<file path="src/rtl/mem_access_stage.sv">
// mem_access_stage: MEM pipeline stage between the EX/MEM and MEM/WB registers.
// Runs one req/ack data-memory access per load/store. It stalls the upstream
// stages while the access is in flight, and it holds the MEM/WB register that
// drives register-file writeback.
//
// Ports:
//   clock, reset        rising-edge clock, synchronous active-high reset
//   memRead_MEM         load in MEM
//   memWrite_MEM        store in MEM; a store wins when both are set
//   inputEnable_MEM     writeback value comes from inputData
//   regWrite_MEM        instruction writes the register file
//   memToReg_MEM        writeback value comes from load data
//   aluResult_MEM       address for ld/st, otherwise the writeback value
//   storeData_MEM       store data
//   dest_MEM            destination register index
//   inputData           external input port value
//   dmem_req/we/addr/wdata  registered memory request
//   dmem_ack, dmem_rdata    memory completion and read data (sampled in WAIT only)
//   stall               combinational hold for EX/MEM and earlier stages
//   regWrite_WB, dest_WB, writeData_WB  MEM/WB register
//   busError            sticky access-timeout flag
//
// Build option: define MEM_TIMEOUT_EN to abort a WAIT after TIMEOUT_CYCLES
// cycles without dmem_ack. Without it, WAIT lasts until ack and busError is 0.
module mem_access_stage #(
  parameter int unsigned DATA_WIDTH = 16,
  parameter int unsigned ADDR_WIDTH = 16
`ifdef MEM_TIMEOUT_EN
  ,
  parameter int unsigned TIMEOUT_CYCLES = 15
`endif
) (
  input  logic                  clock,
  input  logic                  reset,
  input  logic                  memRead_MEM,
  input  logic                  memWrite_MEM,
  input  logic                  inputEnable_MEM,
  input  logic                  regWrite_MEM,
  input  logic                  memToReg_MEM,
  input  logic [DATA_WIDTH-1:0] aluResult_MEM,
  input  logic [DATA_WIDTH-1:0] storeData_MEM,
  input  logic [2:0]            dest_MEM,
  input  logic [DATA_WIDTH-1:0] inputData,
  output logic                  dmem_req,
  output logic                  dmem_we,
  output logic [ADDR_WIDTH-1:0] dmem_addr,
  output logic [DATA_WIDTH-1:0] dmem_wdata,
  input  logic                  dmem_ack,
  input  logic [DATA_WIDTH-1:0] dmem_rdata,
  output logic                  stall,
  output logic                  regWrite_WB,
  output logic [2:0]            dest_WB,
  output logic [DATA_WIDTH-1:0] writeData_WB,
  output logic                  busError
);

  typedef enum logic [1:0] {
    S_IDLE = 2'd0,
    S_WAIT = 2'd1,
    S_DONE = 2'd2
  } state_t;

  state_t                r_state;
  state_t                w_state_next;
  logic                  r_req;
  logic                  r_we;
  logic [ADDR_WIDTH-1:0] r_addr;
  logic [DATA_WIDTH-1:0] r_wdata;
  logic [DATA_WIDTH-1:0] r_loadBuf;
  logic                  r_regWrite_WB;
  logic [2:0]            r_dest_WB;
  logic [DATA_WIDTH-1:0] r_writeData_WB;
  logic                  w_access;
  logic                  w_start;
  logic                  w_ack;
  logic                  w_timeout;
  logic                  w_stall;
  logic [DATA_WIDTH-1:0] w_wb_data;

  assign w_access = memRead_MEM | memWrite_MEM;
  assign w_start  = (r_state == S_IDLE) & w_access;
  assign w_ack    = (r_state == S_WAIT) & dmem_ack;
  assign w_stall  = w_start | (r_state == S_WAIT);

`ifdef MEM_TIMEOUT_EN
  localparam int unsigned CNT_W = $clog2(TIMEOUT_CYCLES + 1);

  logic [CNT_W-1:0] r_count;
  logic             r_busError;

  // Fires on the last allowed WAIT cycle. An ack in the same cycle takes priority.
  assign w_timeout = (r_state == S_WAIT) & ~dmem_ack &
                     (r_count == CNT_W'(TIMEOUT_CYCLES - 1));

  // WAIT-cycle counter, cleared as the access is launched
  always_ff @(posedge clock) begin
    if (reset) begin
      r_count <= '0;
    end else if (w_start) begin
      r_count <= '0;
    end else if ((r_state == S_WAIT) && !dmem_ack && !w_timeout) begin
      r_count <= r_count + CNT_W'(1);
    end
  end

  // Sticky timeout flag
  always_ff @(posedge clock) begin
    if (reset) begin
      r_busError <= 1'b0;
    end else if (w_timeout) begin
      r_busError <= 1'b1;
    end
  end

  assign busError = r_busError;
`else
  assign w_timeout = 1'b0;
  assign busError  = 1'b0;
`endif

  // State register
  always_ff @(posedge clock) begin
    if (reset) begin
      r_state <= S_IDLE;
    end else begin
      r_state <= w_state_next;
    end
  end

  // Next-state logic
  always_comb begin
    w_state_next = r_state;
    case (r_state)
      S_IDLE:  if (w_access) w_state_next = S_WAIT;
      S_WAIT:  if (w_ack || w_timeout) w_state_next = S_DONE;
      S_DONE:  w_state_next = S_IDLE;
      default: w_state_next = S_IDLE;
    endcase
  end

  // Request fields stay frozen from launch until completion. A store wins when both flags are set.
  always_ff @(posedge clock) begin
    if (reset) begin
      r_req     <= 1'b0;
      r_we      <= 1'b0;
      r_addr    <= '0;
      r_wdata   <= '0;
      r_loadBuf <= '0;
    end else if (w_start) begin
      r_req   <= 1'b1;
      r_we    <= memWrite_MEM;
      r_addr  <= aluResult_MEM[ADDR_WIDTH-1:0];
      r_wdata <= storeData_MEM;
    end else if (w_ack) begin
      r_req <= 1'b0;
      if (!r_we) begin
        r_loadBuf <= dmem_rdata;
      end
    end else if (w_timeout) begin
      r_req     <= 1'b0;
      r_loadBuf <= '0;
    end
  end

  // Writeback source priority: input port, then load buffer, then ALU result
  always_comb begin
    w_wb_data = aluResult_MEM;
    if (inputEnable_MEM) begin
      w_wb_data = inputData;
    end else if (memToReg_MEM) begin
      w_wb_data = r_loadBuf;
    end
  end

  // MEM/WB register: a stall inserts a bubble and keeps the previous dest and data
  always_ff @(posedge clock) begin
    if (reset) begin
      r_regWrite_WB  <= 1'b0;
      r_dest_WB      <= '0;
      r_writeData_WB <= '0;
    end else if (w_stall) begin
      r_regWrite_WB <= 1'b0;
    end else begin
      r_regWrite_WB  <= regWrite_MEM;
      r_dest_WB      <= dest_MEM;
      r_writeData_WB <= w_wb_data;
    end
  end

  assign dmem_req     = r_req;
  assign dmem_we      = r_we;
  assign dmem_addr    = r_addr;
  assign dmem_wdata   = r_wdata;
  assign stall        = w_stall;
  assign regWrite_WB  = r_regWrite_WB;
  assign dest_WB      = r_dest_WB;
  assign writeData_WB = r_writeData_WB;

endmodule

</file>
<file path="config.mk">
export PLATFORM = sky130hd
export DESIGN_NAME = mem_access_stage
export DESIGN_NICKNAME = d
export VERILOG_FILES = /design/src/rtl/mem_access_stage.sv
export SDC_FILE = /design/constraint.sdc
export NUM_CORES = 1
export LEC_CHECK = 0
export ABC_AREA = 1
export CAP_MARGIN = 20
export CORE_MARGIN = 8
export CORE_UTILIZATION = 38
export CTS_BUF_LIST = sky130_fd_sc_hd__clkbuf_16
export DETAILED_ROUTE_END_ITERATION = 8
export GPL_TIMING_DRIVEN = 0
export PLACE_DENSITY = 0.82
export SETUP_SLACK_MARGIN = 0.3
export SLEW_MARGIN = 10
export SYNTH_ARGS = -nofsm -noshare
export SYNTH_HDL_FRONTEND = slang
export SYNTH_SLANG_ARGS = --single-unit
</file>
<file path="constraint.sdc">
create_clock -name clock -period 1.1 [get_ports clock]
set_clock_uncertainty 0.05 [all_clocks]
set_input_delay 0.11 -clock clock [delete_from_list [all_inputs] [get_ports clock]]
set_output_delay 0.11 -clock clock [all_outputs]
set_load 0.02 [all_outputs]
</file>
==> flow_summary.toml, run 1 <==
[synthesis]
synth_top_family_by_area = "simple AND/OR/NAND/NOR gates"
synth_seq_cells = 72
syn_inst = 455
synth_cell_types = 19
synthAdderAreaFrac_pct = 0
synth_area_mm2 = 0.00312
synth_compound_area_share_pct = 8.83
synth.top_cell.area_share_pct = 46.2
synth_commonest_cells = "nand2_1, dfxtp_1, a21oi_1"
yosysWarnings = 0
synth_top_cell_by_area = "dfxtp_1"
syn_area_per_cell_um2 = 6.85
yosys.area_share.simple_pct = 35.0
synth_seq_area_share_pct = 46.2
synth_nets = 530
async_flop_share_pct = 0
synth.area.mux_share_pct = 0
netlist_top_cells_area = "dfxtp_1, nand2_1, a21oi_1, nand3_1, nor2_1"
synth_edf_count = 0
synth_ff_type = "dfxtp_1"
synthXorXnorAreaFrac_pct = 0
yosysMostFrequentCell = "nand2_1"

[power_and_ir_drop]
pwr-share-comb_pct = 26.8
p_seq_share_pct = 36.6
p_clk_share_pct = 36.6
intPower_w = 0.00598
p_per_area_mw_per_mm2 = 1530
leakagePower_nw = 2.45
peakVddDrop_mv = 0.976
p_sw_share_pct = 28.5
p_sw_w = 0.00238

[timing]
setup_viol = 72
drv_slew = 0
period_share_pct = 121
grt_setup_unrepaired = "yes"
fin_crit_ns = 1.33
fmaxAchievable_mhz = 754
final-hold-violation-count = 0
fin_ws_ns = -0.227

[global_routing]
grt_util_all_layers_pct = 19.8
grt_max_degree = 13
grt_overflow = 0
first_global_vias = 3550
antenna_found_initial = 0
grt_pass1_wl_mm = 17.8

[critical_path]
path_max_fanout = 10
max_stage_delay_ns = 0.36
cp-start-kind = "flip-flop"
required_ns = 1.27
critical_path_buf_inv_count = 2
rrSetupSlack_ns = -0.23
rr_worst_depth = 8
criticalPathCategory = "flip-flop to flip-flop"
r2r_start = "r_state[0]"
cp_cell_sequence = "nor2_4, nand2_4, nand2_8, buf_4, buf_8, nand2_1, nand2_1, nor2_1"
r2r_end = "writeData_WB[12]"
crit_top_cell = "nand2_1"
slowest_stage = "dfxtp_4"
cp.arrival_ns = 1.50
worst_setup_path_end_kind = "flip-flop"
cp_top_family = "simple AND/OR/NAND/NOR gates"

[worst_hold_path]
hold_path.class = "input pin to flip-flop"
min_delay_path_depth = 5
min_from = "memToReg_MEM"
hold_end = "writeData_WB[2]"

[layout]
num_antenna_cells = 0
fin_cells = 725
fin_area_mm2 = 0.00546
nNetsFinal = 691
seqCellArea_mm2 = 0.00152
multiInputGateArea_mm2 = 0.00152
area_delta_synth_final_pct = 75.1
fillers = 617
drive_gt1_share_pct = 36.3

[clocking]
cts.sinks = 72
cts-hold-fix-buffers = 0
htree_num_levels = 3
cts_root_buf = "clkbuf_16"
worstSkewPairLatency_ns = 0.33
cts_tree = "built"
cts_buffer_depth = 2
clkSlewWorstSetupHoldPaths_ns = 0.06
numCtsBuffers = 9

[placement]
port_buffers = 128
globalplace.congestion = 0.840
placed_cell_area_mm2 = 0.00458
dp_cells = 688
dp_hpwl_mm = 8.19

[drt]
via_per_inst = 4.99
ant_nets = 0
dr_total_vias = 3617
drc = 0
firstDrtPassIters = 5
wl_per_cell_um = 16.5
drt_iter0_markers = 205
routed_wl_mm = 12.0

[outcome]
violations = "negative setup slack"
status = "finished, violations left"

[die]
die_h_um = 107
start_util_pct = 38.5
dieArea_mm2 = 0.0114
core_mm2 = 0.00809
ioPinCount = 131
row_count = 33
floorplan.die.width_um = 107

[run]
maxCapViolCount = 0
-- flip-flops by register name, indices dropped and copies added (netlist names) --
register and cells:
dmem_wdata 16, dmem_addr 16, r_state 2, regWrite_WB 1
r_loadBuf 16, dmem_we 1, dmem_req 1, writeData_WB 16
dest_WB 3
-- how the worst max path moves through the flow --
stage / from / endpoint / slack (ns) / depth (start not counted)
finish: r_state[0] / writeData_WB[12] / -0.23 / 8
global route: r_state[1] / writeData_WB[12] / -0.27 / 8
CTS: r_state[1] / stall / -0.22 / 5
detailed placement: memWrite_MEM / stall / -0.96 / 7
global placement: memWrite_MEM / stall / -0.94 / 7
floorplan: r_state[0] / dmem_addr[13] / -0.01 / 6
-- layer usage --
metal / up-vias / routed length, um / global-route usage (%)
li1: 1741 / - / -
met1: 1688 / 4480 / 21.8
met2: 154 / 6240 / 35.5
met3: 34 / 842 / 4.05
met4: 0 / 398 / 9.15
met5: - / 0 / 0
-- cell type report --
cell class	count	share of cell area (%)
repair buffers	150	28.7
plain buffers	30	4.88
inverters	39	2.71
well taps	105	2.41
multi-input cells	314	27.8
clock buffers	9	4.13
flip-flops and latches	72	27.8
clock inverters	6	1.54
-- layout by cell type, fill, tap and decap left out --
cell type	instances
dfxtp_2	54
nor2_2	8
or2_4	1
clkinv_1	1
nand2_2	2
clkbuf_1	3
nand2_8	1
clkbuf_16	11
a21oi_2	8
nand3_1	51
clkinv_2	2
o21ai_1	1
buf_4	18
dfxtp_1	16
nand2_1	131
buf_16	1
or2_2	16
clkinv_4	1
inv_1	35
bufinv_16	2
buf_8	7
conb_1	1
dfxtp_4	2
inv_2	3
a21oi_1	46
nand3_4	1
inv_4	1
nand4_1	1
nor2_1	36
nand2_4	3
nor2_4	7
clkdlybuf4s50_1	73
clkbuf_2	4
buf_6	63
buf_2	9
-- power by group through the flow --
stage,registers (W),clock network (W),logic (W)
finish,0.00306,0.00306,0.00224
global route,0.00308,0.00321,0.00240
detailed placement,0.00303,0,0.00187
global placement,0.00302,0,0.00184
floorplan,0.00325,0,0.000763
CTS,0.00305,0.00306,0.00212
-- through the flow --
stage	setup slack [ns]	hold slack (ns)	TNS [ns]	total power (W)	utilization, %
after global placement	-0.939	0.397	-29.21	0.00486	56.6
after floorplan	-0.0105	0.188	-0.158	0.00402	-
after CTS	-0.220	0.197	-6.78	0.00823	65.7
after global routing	-0.274	0.281	-12.49	0.00869	67.4
final	-0.227	0.213	-8.52	0.00836	67.4
after detailed placement	-0.964	0.403	-31.20	0.00490	56.6
-- what timing repair did --
| item | in CTS | in global routing |
|---|---|---|
| gates cloned | 3 | 1 |
| setup endpoints to repair | 127 | 127 |
| setup buffers | 10 | 8 |
| resized for setup | 436 | 18 |
| pin swaps | 5 | 3 |
-- worst reg2reg max path, cell delays in order, from the launching register on --
cell and delay (ns):
dfxtp_4 0.36, nor2_4 0.11, nand2_4 0.08, nand2_8 0.08, buf_4 0.18, buf_8 0.15, nand2_1 0.07, nand2_1 0.08
nor2_1 0.05
-- logic make-up (layout without fill, tap and decap cells) --
group / count (synthesis) / in the layout
other: 1 / 1
buffers and inverters: 69 / 234
AND/OR/NAND/NOR: 258 / 258
flip-flops: 72 / 72
AO/OA/AOI/OAI: 55 / 55
Power figures use the tool's default switching activity.
==> inputs of run 2 (changes only) <==
--- a/config.mk
+++ b/config.mk
@@ -7,8 +7,10 @@
 export LEC_CHECK = 0
 export ABC_AREA = 1
 export CAP_MARGIN = 20
+export CELL_PAD_IN_SITES_DETAIL_PLACEMENT = 1
+export CELL_PAD_IN_SITES_GLOBAL_PLACEMENT = 1
 export CORE_MARGIN = 8
-export CORE_UTILIZATION = 38
+export CORE_UTILIZATION = 26
 export CTS_BUF_LIST = sky130_fd_sc_hd__clkbuf_16
 export DETAILED_ROUTE_END_ITERATION = 8
 export GPL_TIMING_DRIVEN = 0
==> run 2 against run 1 <==
The flow still finishes with violations (negative setup slack). Total power is 1.2% higher. Die area is 39% higher. Largest power group unchanged. Sequential share of layout area is 2.0 points lower. Wire length is 25% higher. First-iteration DRC count is 21% lower. Cell count is 9.1% higher. Clock power is 11% lower. Largest cell class unchanged. Via count is 1.6% higher. Global-route usage is 2.5 points lower. Setup slack worse by 0.11 ns.
==> flow_summary.toml, run 2 (synthesis results as in run 1) <==
[timing]
drv_slew = 0
period_share_pct = 131
fin_crit_ns = 1.44
grt_setup_unrepaired = "yes"
setup_viol = 72
fmaxAchievable_mhz = 695
final-hold-violation-count = 0
whs_ns = 0.182
tns_ns = -16.28
fin_ws_ns = -0.340

[global_routing]
grt_max_degree = 14
first_global_vias = 3938
grt_overflow = 0
antenna_found_initial = 0
grt_pass1_wl_mm = 21.4
grt_util_all_layers_pct = 17.3

[die]
row_count = 40
start_util_pct = 26.3
floorplan.die.width_um = 125
ioPinCount = 131
core_mm2 = 0.0119
dieArea_mm2 = 0.0157
die_h_um = 125

[power_and_ir_drop]
peakVddDrop_mv = 0.646
p_per_area_mw_per_mm2 = 1440
leakagePower_nw = 2.65
total_power_w = 0.00846

[worst_hold_path]
min_delay_path_depth = 3
hold_path.class = "input pin to flip-flop"
min_from = "memWrite_MEM"
hold_end = "dmem_we"

[run]
maxCapViolCount = 0

[critical_path]
rrSetupSlack_ns = -0.34
worst_setup_path_end_kind = "flip-flop"
cp_cell_sequence = "nor2_4, nand2_4, nand2_8, buf_6, buf_12, clkbuf_16, nand2_2, nand2_1, nor2_1"
cp.arrival_ns = 1.61
required_ns = 1.27
r2r_start = "r_state[0]"
rr_worst_depth = 9
path_max_fanout = 8
criticalPathCategory = "flip-flop to flip-flop"
slowest_stage = "dfxtp_4"
r2r_end = "writeData_WB[7]"
cp-start-kind = "flip-flop"
max_stage_delay_ns = 0.37

[clocking]
htree_num_levels = 3
clkSlewWorstSetupHoldPaths_ns = 0.06
numCtsBuffers = 9
cts_tree = "built"
cts_buffer_depth = 2
cts.sinks = 72
worstSkewPairLatency_ns = 0.34
cts_root_buf = "clkbuf_16"

[placement]
port_buffers = 128
place_ws_ns = -0.988
globalplace.congestion = 0.815
dp_hpwl_mm = 9.62

[layout]
layout_common_cells = "nand2_1, clkdlybuf4s50_1, buf_6"
mostFrequentLayoutCell = "nand2_1"
drive_gt1_share_pct = 42.5
post-route-util_pct = 49.7
num_antenna_cells = 0
nNetsFinal = 714
area_delta_synth_final_pct = 89.0

[drt]
wl_per_cell_um = 18.9
routed_wl_mm = 15.0
ant_nets = 0
dr_total_vias = 3674
drc = 0
via_per_inst = 4.64
firstDrtPassIters = 4
drt_iter0_markers = 162

[outcome]
violations = "negative setup slack"
status = "finished, violations left"
==> run 2: final cells by class <==
class,instances,area [um2]
multi-input combinational,314,1610
fill,1433,5970
inverter,39,150
timing repair buffer,173,1870
sequential,72,1520
buffer,30,282
clock inverter,7,47.5
clock buffer,9,225
tap,147,184
==> run 2: metrics by stage <==
| step | area (um2) | instances |
|---|---|---|
| floorplan | 3170 | 455 |
| global placement | 4640 | 730 |
| detailed placement | 4640 | 730 |
| CTS | 5480 | 771 |
| global route | 5890 | 791 |
| finish | 5890 | 791 |
==> run 2: how the worst max path moves through the flow <==
| stage | startpoint | endpoint | slack (ns) |
|---|---|---|---|
| 3_3_place_gp | memWrite_MEM | stall | -0.96 |
| 6_report | r_state[0] | writeData_WB[7] | -0.34 |
| 3_5_place_dp | memWrite_MEM | stall | -0.99 |
| 4_1_cts | r_state[0] | stall | -0.27 |
| 5_1_grt | r_state[0] | writeData_WB[7] | -0.37 |
| 2_1_floorplan | r_state[0] | dmem_addr[13] | -0.01 |
==> run 2: power by group <==
| part | internal [W] | switching [W] |
|---|---|---|
| Sequential | 0.00289 | 0.000184 |
| Combinational | 0.00138 | 0.00130 |
| Clock | 0.00153 | 0.00118 |
| Total | 0.00579 | 0.00267 |
==> run 2: what timing repair did <==
action,4_1_cts,5_1_grt
pin swaps,9,32
endpoints found under the setup margin,127,127
buffers inserted,22,15
gates cloned,3,5
hold endpoints to repair,0,0
resized for setup,451,49
hold buffers,0,0
==> run 2: worst max-delay path: cells and delay by family, from the launching register on <==
family / cells / cell delay [ns]
buf+inv: 3 / 0.39
flops: 1 / 0.37
simple gates: 6 / 0.50
==> run 2: layer usage <==
layer,routed length (um),GRT usage (%)
met2,7970,31.9
met5,0,0
met4,281,4.51
met1,6010,18.9
met3,723,4.80
